==> config.mk <==
export PLATFORM = sky130hd
export DESIGN_NAME = cp0_reg
export DESIGN_NICKNAME = d
export VERILOG_FILES = /design/src/rtl/cp0_reg.sv
export SDC_FILE = /design/constraint.sdc
export NUM_CORES = 1
export LEC_CHECK = 0
export ABC_AREA = 1
export CAP_MARGIN = 0
export CORE_MARGIN = 2
export CORE_UTILIZATION = 48
export CTS_CLUSTER_DIAMETER = 120
export DETAILED_ROUTE_END_ITERATION = 12
export GPL_TIMING_DRIVEN = 0
export HOLD_SLACK_MARGIN = 0.12
export PLACE_DENSITY = 0.87
export SETUP_SLACK_MARGIN = 0.05
export SLEW_MARGIN = 20
export SYNTH_ARGS = -nofsm -noshare
export SYNTH_HDL_FRONTEND = slang
export SYNTH_SLANG_ARGS = --single-unit
==> constraint.sdc <==
create_clock -name clk -period 2.5 [get_ports clk]
set_clock_uncertainty 0.2 [all_clocks]
set_input_delay 0.5 -clock clk [delete_from_list [all_inputs] [get_ports clk]]
set_output_delay 0.5 -clock clk [all_outputs]
set_load 0.05 [all_outputs]
==> src/rtl/cp0_reg.sv <==
// Coprocessor-0 system register file: Count/Compare timer, Status, Cause, EPC,
// read-only PRId/Config, and a combinational read mux for mfc0.
module cp0_reg (
   input  logic        clk,
   input  logic        rst,
   input  logic        we_i,
   input  logic [4:0]  waddr_i,
   input  logic [31:0] data_i,
   input  logic [4:0]  raddr_i,
   input  logic [5:0]  int_i,
   output logic [31:0] data_o,
   output logic [31:0] count_o,
   output logic [31:0] compare_o,
   output logic [31:0] status_o,
   output logic [31:0] cause_o,
   output logic [31:0] epc_o,
   output logic [31:0] config_o,
   output logic [31:0] prid_o,
   output logic        timer_int_o
);

   localparam logic [4:0] ADDR_COUNT   = 5'd9;
   localparam logic [4:0] ADDR_COMPARE = 5'd11;
   localparam logic [4:0] ADDR_STATUS  = 5'd12;
   localparam logic [4:0] ADDR_CAUSE   = 5'd13;
   localparam logic [4:0] ADDR_EPC     = 5'd14;
   localparam logic [4:0] ADDR_PRID    = 5'd15;
   localparam logic [4:0] ADDR_CONFIG  = 5'd16;

   localparam logic [31:0] STATUS_RST = 32'h1000_0000;
   localparam logic [31:0] CONFIG_RST = 32'h0000_8000;
   localparam logic [31:0] PRID_RST   = 32'h004C_0102;

   // IP[7:2] always tracks the interrupt lines; only IV, WP and IP[1:0] take software writes.
   function automatic logic [31:0] cause_next(input logic [31:0] cur, input logic wr,
                                              input logic [31:0] wdata, input logic [5:0] irq);
      logic [1:0] ivwp;
      logic [1:0] ipsw;
      ivwp = wr ? wdata[23:22] : cur[23:22];
      ipsw = wr ? wdata[9:8]   : cur[9:8];
      return {8'h00, ivwp, 6'h00, irq, ipsw, 8'h00};
   endfunction

   logic wr_count, wr_compare, wr_status, wr_cause, wr_epc;
   logic match;

   assign wr_count   = we_i && (waddr_i == ADDR_COUNT);
   assign wr_compare = we_i && (waddr_i == ADDR_COMPARE);
   assign wr_status  = we_i && (waddr_i == ADDR_STATUS);
   assign wr_cause   = we_i && (waddr_i == ADDR_CAUSE);
   assign wr_epc     = we_i && (waddr_i == ADDR_EPC);
   assign match      = (compare_o != 32'h0) && (count_o == compare_o);

   always_ff @(posedge clk) begin
      if (rst) begin
         count_o     <= 32'h0;
         compare_o   <= 32'h0;
         status_o    <= STATUS_RST;
         cause_o     <= 32'h0;
         epc_o       <= 32'h0;
         config_o    <= CONFIG_RST;
         prid_o      <= PRID_RST;
         timer_int_o <= 1'b0;
      end else begin
         count_o  <= wr_count ? data_i : count_o + 32'd1;
         cause_o  <= cause_next(cause_o, wr_cause, data_i, int_i);
         config_o <= CONFIG_RST;
         prid_o   <= PRID_RST;
         if (wr_status) status_o <= data_i;
         if (wr_epc)    epc_o    <= data_i;
         // A Compare write acknowledges the timer and beats a coincident match.
         if (wr_compare) begin
            compare_o   <= data_i;
            timer_int_o <= 1'b0;
         end else if (match) begin
            timer_int_o <= 1'b1;
         end
      end
   end

   always_comb begin
      data_o = 32'h0;
      case (raddr_i)
         ADDR_COUNT:   data_o = count_o;
         ADDR_COMPARE: data_o = compare_o;
         ADDR_STATUS:  data_o = status_o;
         ADDR_CAUSE:   data_o = cause_o;
         ADDR_EPC:     data_o = epc_o;
         ADDR_PRID:    data_o = prid_o;
         ADDR_CONFIG:  data_o = config_o;
         default:      data_o = 32'h0;
      endcase
   end

endmodule

# Yosys cells after proc, flatten, opt, wreduce, memory -nomap -nowiden

Cells that the tools add are included.

Register bits: 161
Bits in latches: 0
Memory bits (writable): 0
ROM bits: 0
Output and inout bits: 257
Word-level logic and storage cells: 32
Memories: 0

$add $sub $neg: 1
Multipliers: 0
Div/mod/pow operators: 0
Order comparisons: 0
Equal/unequal tests: 13
Shift operators: 0
Mux-type cells: 2
Bitwise gates (word level): 0
Reductions and logical operators: 8

Operators with widths:

| kind                                          | number |
|---|---|
| case mux 32 bit (7 select lines)              | 1 |
| == test 5 x 4 -> 1 bit, second input constant | 11 |
| adder 32 x 1 -> 32 bit, second input constant | 1 |
| == test 32 bit                                | 1 |
| 2-to-1 mux 32 bit                             | 1 |
| nonzero test 32 bit                           | 1 |
| logical AND 1 bit                             | 6 |
| == test 5 bit, second input constant          | 1 |
| OR reduction 2 bit                            | 1 |

# Depth between registers and ports, before layout

Depth in word-level cells: 3
Gate-level depth with buffers: 11
Depth with buffers taken out: 11

# Worst setup path before layout

Ideal clock, no wire load.

Path kind: in2out
Start: in raddr_i[4]
End: out data_o[28]
Arrival time: 2.185 ns
Data required time: 1.800 ns
Slack: -0.385 ns
Stages: 6
Path buffers: 1
Cell sequence: inv_1 nand3_1 inv_1 nand2_1 clkbuf_1 o21ai_0

Word-level cells in the longest chain between the ends: 2

RTL lines:

| element                                                 | line | text |
|---|---|---|
| from (decl)                                             | 9    | `input logic [4:0] raddr_i,` |
| == test 5 bit or == test 5 x 4 -> 1 bit (tied branches) | 83   | `case (raddr_i)` |
| case mux 32 bit (7 select lines) (*)                    | 83   |  |
| to (decl)                                               | 11   | `output logic [31:0] data_o,` |

Mark *: on every way between the ends. The rest lies on a longest branch, timed or not.

# Final worst setup path

Start: reg status_o[15]
End: out status_o[15]

RTL lines:

| element                | line | text |
|---|---|---|
| from (decl)            | 14   | `output logic [31:0] status_o,` |
| from (signal assigned) | 69   | `if (wr_status) status_o <= data_i;` |

No word-level cell between the ends.

==> summary.txt <==
critical path class -> reg2out
Crit path max-delay family -> buffers and inverters
post-DP HPWL -> 24,300 um
first-pass GRT wire length -> 49,000 um
yosys warns -> 0
max_slew headroom -> 0.476
H-tree levels -> 4
grt ovf -> 0
Die H -> 132 um
Hold WC Path Type -> in2reg
sequential element share of the synthesized area -> 0.353
Routed WL per cell -> 20.0 um
maximum clock path buffer count -> 2
# hold bufs at CTS -> 0
ys async rst share -> 0
DR iter-0 viols -> 1,344
layout cells sized above 1 -> 0.197
routed via count -> 9,580
design area -> 0.0120 sq mm
status -> complete, but fails checks
Max Cap Violations -> 0
Slew @ Worst Pin -> 0.786 ns
WP depth -> 1
IO Port Bufs -> 220
GRT Util Overall -> 0.362
crit path from -> status_o[15]$_SDFFE_PP0P_
diodes inserted -> 0
DIE WIDTH -> 132 um
Hold Crit Start -> rst
critical path arrival -> 1.82 ns
Row Count -> 46
Crit-path slowest cell -> clkdlybuf4s50_1
CP peak stage delay -> 0.87 ns
Crit. End Element -> primary output
R2R depth -> 10
reg-to-reg slack, setup -> 0.51 ns
final setup fails -> 1
Area contributors post-synth -> dfxtp_1, nor2_1, nand2_1
pwr dens -> 491 mW/mm^2
worst setup path endpoint -> status_o[15]
failing checks -> negative setup slack
CP Cell Sequence -> clkdlybuf4s50_1
final hold vios -> 0
area leader, netlist -> dfxtp_1
pin count of the biggest net entering global routing -> 17
DRC -> 0
CORE AREA -> 0.0160 sq mm
part of the cycle the worst path needs -> 1.01
vias per std cell -> 5.55
Post-synth EDFFs -> 0
clock slew at reported path FFs -> 0.07 ns
number of synthesized register bits -> 139
dpl cell area -> 0.0107 sq mm
reg-to-reg critical path endpoint -> count_o[30]$_SDFF_PP0_
Worst setup SP type -> register
fin. max-slew vios -> 0
crit path max fanout -> 3
CTS buffer count -> 17
CTS root buffer -> clkbuf_16
Worst VDD drop -> 0.509 mV
Final min period -> 2.52 ns
WP data required -> 1.80 ns
Ports -> 308
Distinct cells, synth -> 38
Post-Syn Area -> 0.00789 sq mm
Syn Inst Count -> 1,160
share of the synthesized area in the top cell type -> 0.353
number of fillers in the final layout -> 1,169
dominant synthesized flop cell -> dfxtp_1
mean post-synth cell area -> 6.81 sq um
total iterations of the first detailed-routing run -> 10
Starting Density -> 0.493
final setup margin -> -0.0162 ns
reg-to-reg startpoint -> count_o[0]$_SDFF_PP0_
Synth top cells by count -> nor2_1, nand2_1, dfxtp_1
number of global-route vias before repair -> 8,689
Power Total -> 5.87 mW
Fmax -> 0.397 GHz
crit path buf inv count -> 1
Static Leak -> 5.72 nW
most common cell in the netlist -> nor2_1
# clock sinks -> 139
nets@finish -> 1,550
initial antenna violation count -> 0
Area Overhead vs Synth -> 51.7%
Die Area -> 0.0175 sq mm
Final Util -> 0.748
CTS tree -> done
routability cong. -> 0.991
antenna-violating nets left -> 0
Post-Route WL -> 34,500 um
unrepaired setup endpoints after global routing -> yes
Clock Latency Late Sink -> 0.44 ns
[final cells by class]
cell class              instances  area (sq um)  area share
multi-input cells             844          4490       0.375
flip-flops and latches        139          2780       0.232
repair buffers                235          2400       0.200
plain buffers                 138           996      0.0832
inverters                     123           467      0.0390
clock buffers                  20           457      0.0381
well taps                     216           270      0.0226
clock inverters                12           115     0.00962
[flip-flops by register name, summed over array words and instances (netlist names)]
signal       count
timer_int_o      1
count_o         32
status_o        32
cause_o         10
compare_o       32
epc_o           32
[placed cells by master, fill, tap and decap left out, types with 8 or more instances in the layout]
master,n
dlymetal6s2s_1,16
clkbuf_16,18
o21bai_1,8
nand4_1,10
dfxtp_1,139
buf_6,31
o21ai_1,18
clkbuf_1,27
nor3_1,14
clkdlybuf4s50_1,148
a21oi_1,42
o2111ai_2,11
dlygate4sd2_1,19
inv_1,106
nand2_1,187
xor2_1,8
nor2_1,196
o21ai_2,11
nand3_1,36
buf_2,14
nor2_2,10
nor2_4,10
inv_2,15
buf_4,104
conb_1,86
xnor2_1,17
o21ai_0,116
a221oi_2,13
[per-layer routing]
metal | GRT usage | up-vias | part of all wire
li1 | - | 4271 | -
met1 | 0.446 | 4254 | 0.35
met2 | 0.584 | 858 | 0.45
met3 | 0.0942 | 197 | 0.14
met4 | 0.191 | 0 | 0.062
met5 | 0 | - | 0
[worst min path at each step]
| stage | end | slack, ns | cells after the start |
|---|---|---|---|
| global placement | timer_int_o$_SDFFE_PP0P_ | 0.28 | 2 |
| finish | cause_o[10]$_SDFF_PP0_ | 0.21 | 2 |
| detailed placement | timer_int_o$_SDFFE_PP0P_ | 0.27 | 2 |
| global route | cause_o[13]$_SDFF_PP0_ | 0.21 | 2 |
| floorplan | cause_o[10]$_SDFF_PP0_ | 0.41 | 2 |
| CTS | cause_o[10]$_SDFF_PP0_ | 0.21 | 2 |
[worst register-to-register path: cells and delay by family, from the launching register on]
| family | cells | cell delay [ns] |
|---|---|---|
| buffers and inverters | 2 | 0.14 |
| adders and majority gates | 1 | 0.22 |
| DFF | 1 | 0.47 |
| and+or+nand+nor | 7 | 0.86 |
[metrics by stage]
| step | setup slack, ns | hold slack (ns) | setup TNS [ns] | std cells |
|---|---|---|---|---|
| final | -0.0162 | 0.212 | -0.0162 | 1727 |
| after global routing | -0.0150 | 0.212 | -0.0150 | 1727 |
| after CTS | 0.0385 | 0.210 | 0 | 1726 |
| after detailed placement | -1.43 | 0.272 | -40.01 | 1680 |
| after global placement | -1.40 | 0.276 | -39.05 | 1680 |
| after floorplan | -0.145 | 0.407 | -1.87 | 1244 |
[where the power goes]
| group | internal (mW) | switching, mW | leakage [nW] |
|---|---|---|---|
| Sequential | 2.25 | 0.0561 | 1.12 |
| Combinational | 0.324 | 0.739 | 4.33 |
| Clock | 1.43 | 1.07 | 0.273 |
| Total | 4.01 | 1.87 | 5.72 |
[timing repair]
action                                  in CTS  in global routing
resized for setup                          332                 52
pin swaps                                   10                  8
endpoints found under the hold margin        0                  0
setup buffers                               12                  1
cloned                                       3                  0
endpoints found under the setup margin      51                 47
[kinds of logic (layout without fill, tap and decap cells)]
kind of cell	after synthesis	after routing	share of synthesized area
AOI/OAI and AO/OA	245	245	0.180
adders and majority gates	1	1	0.00158
DFF	139	139	0.353
xor gates and xnor gates	25	25	0.0277
buffers and inverters	261	528	0.171
and+or+nand+nor	487	487	0.266
other	2	86	0.000951
(Power assumes the default switching activity.)
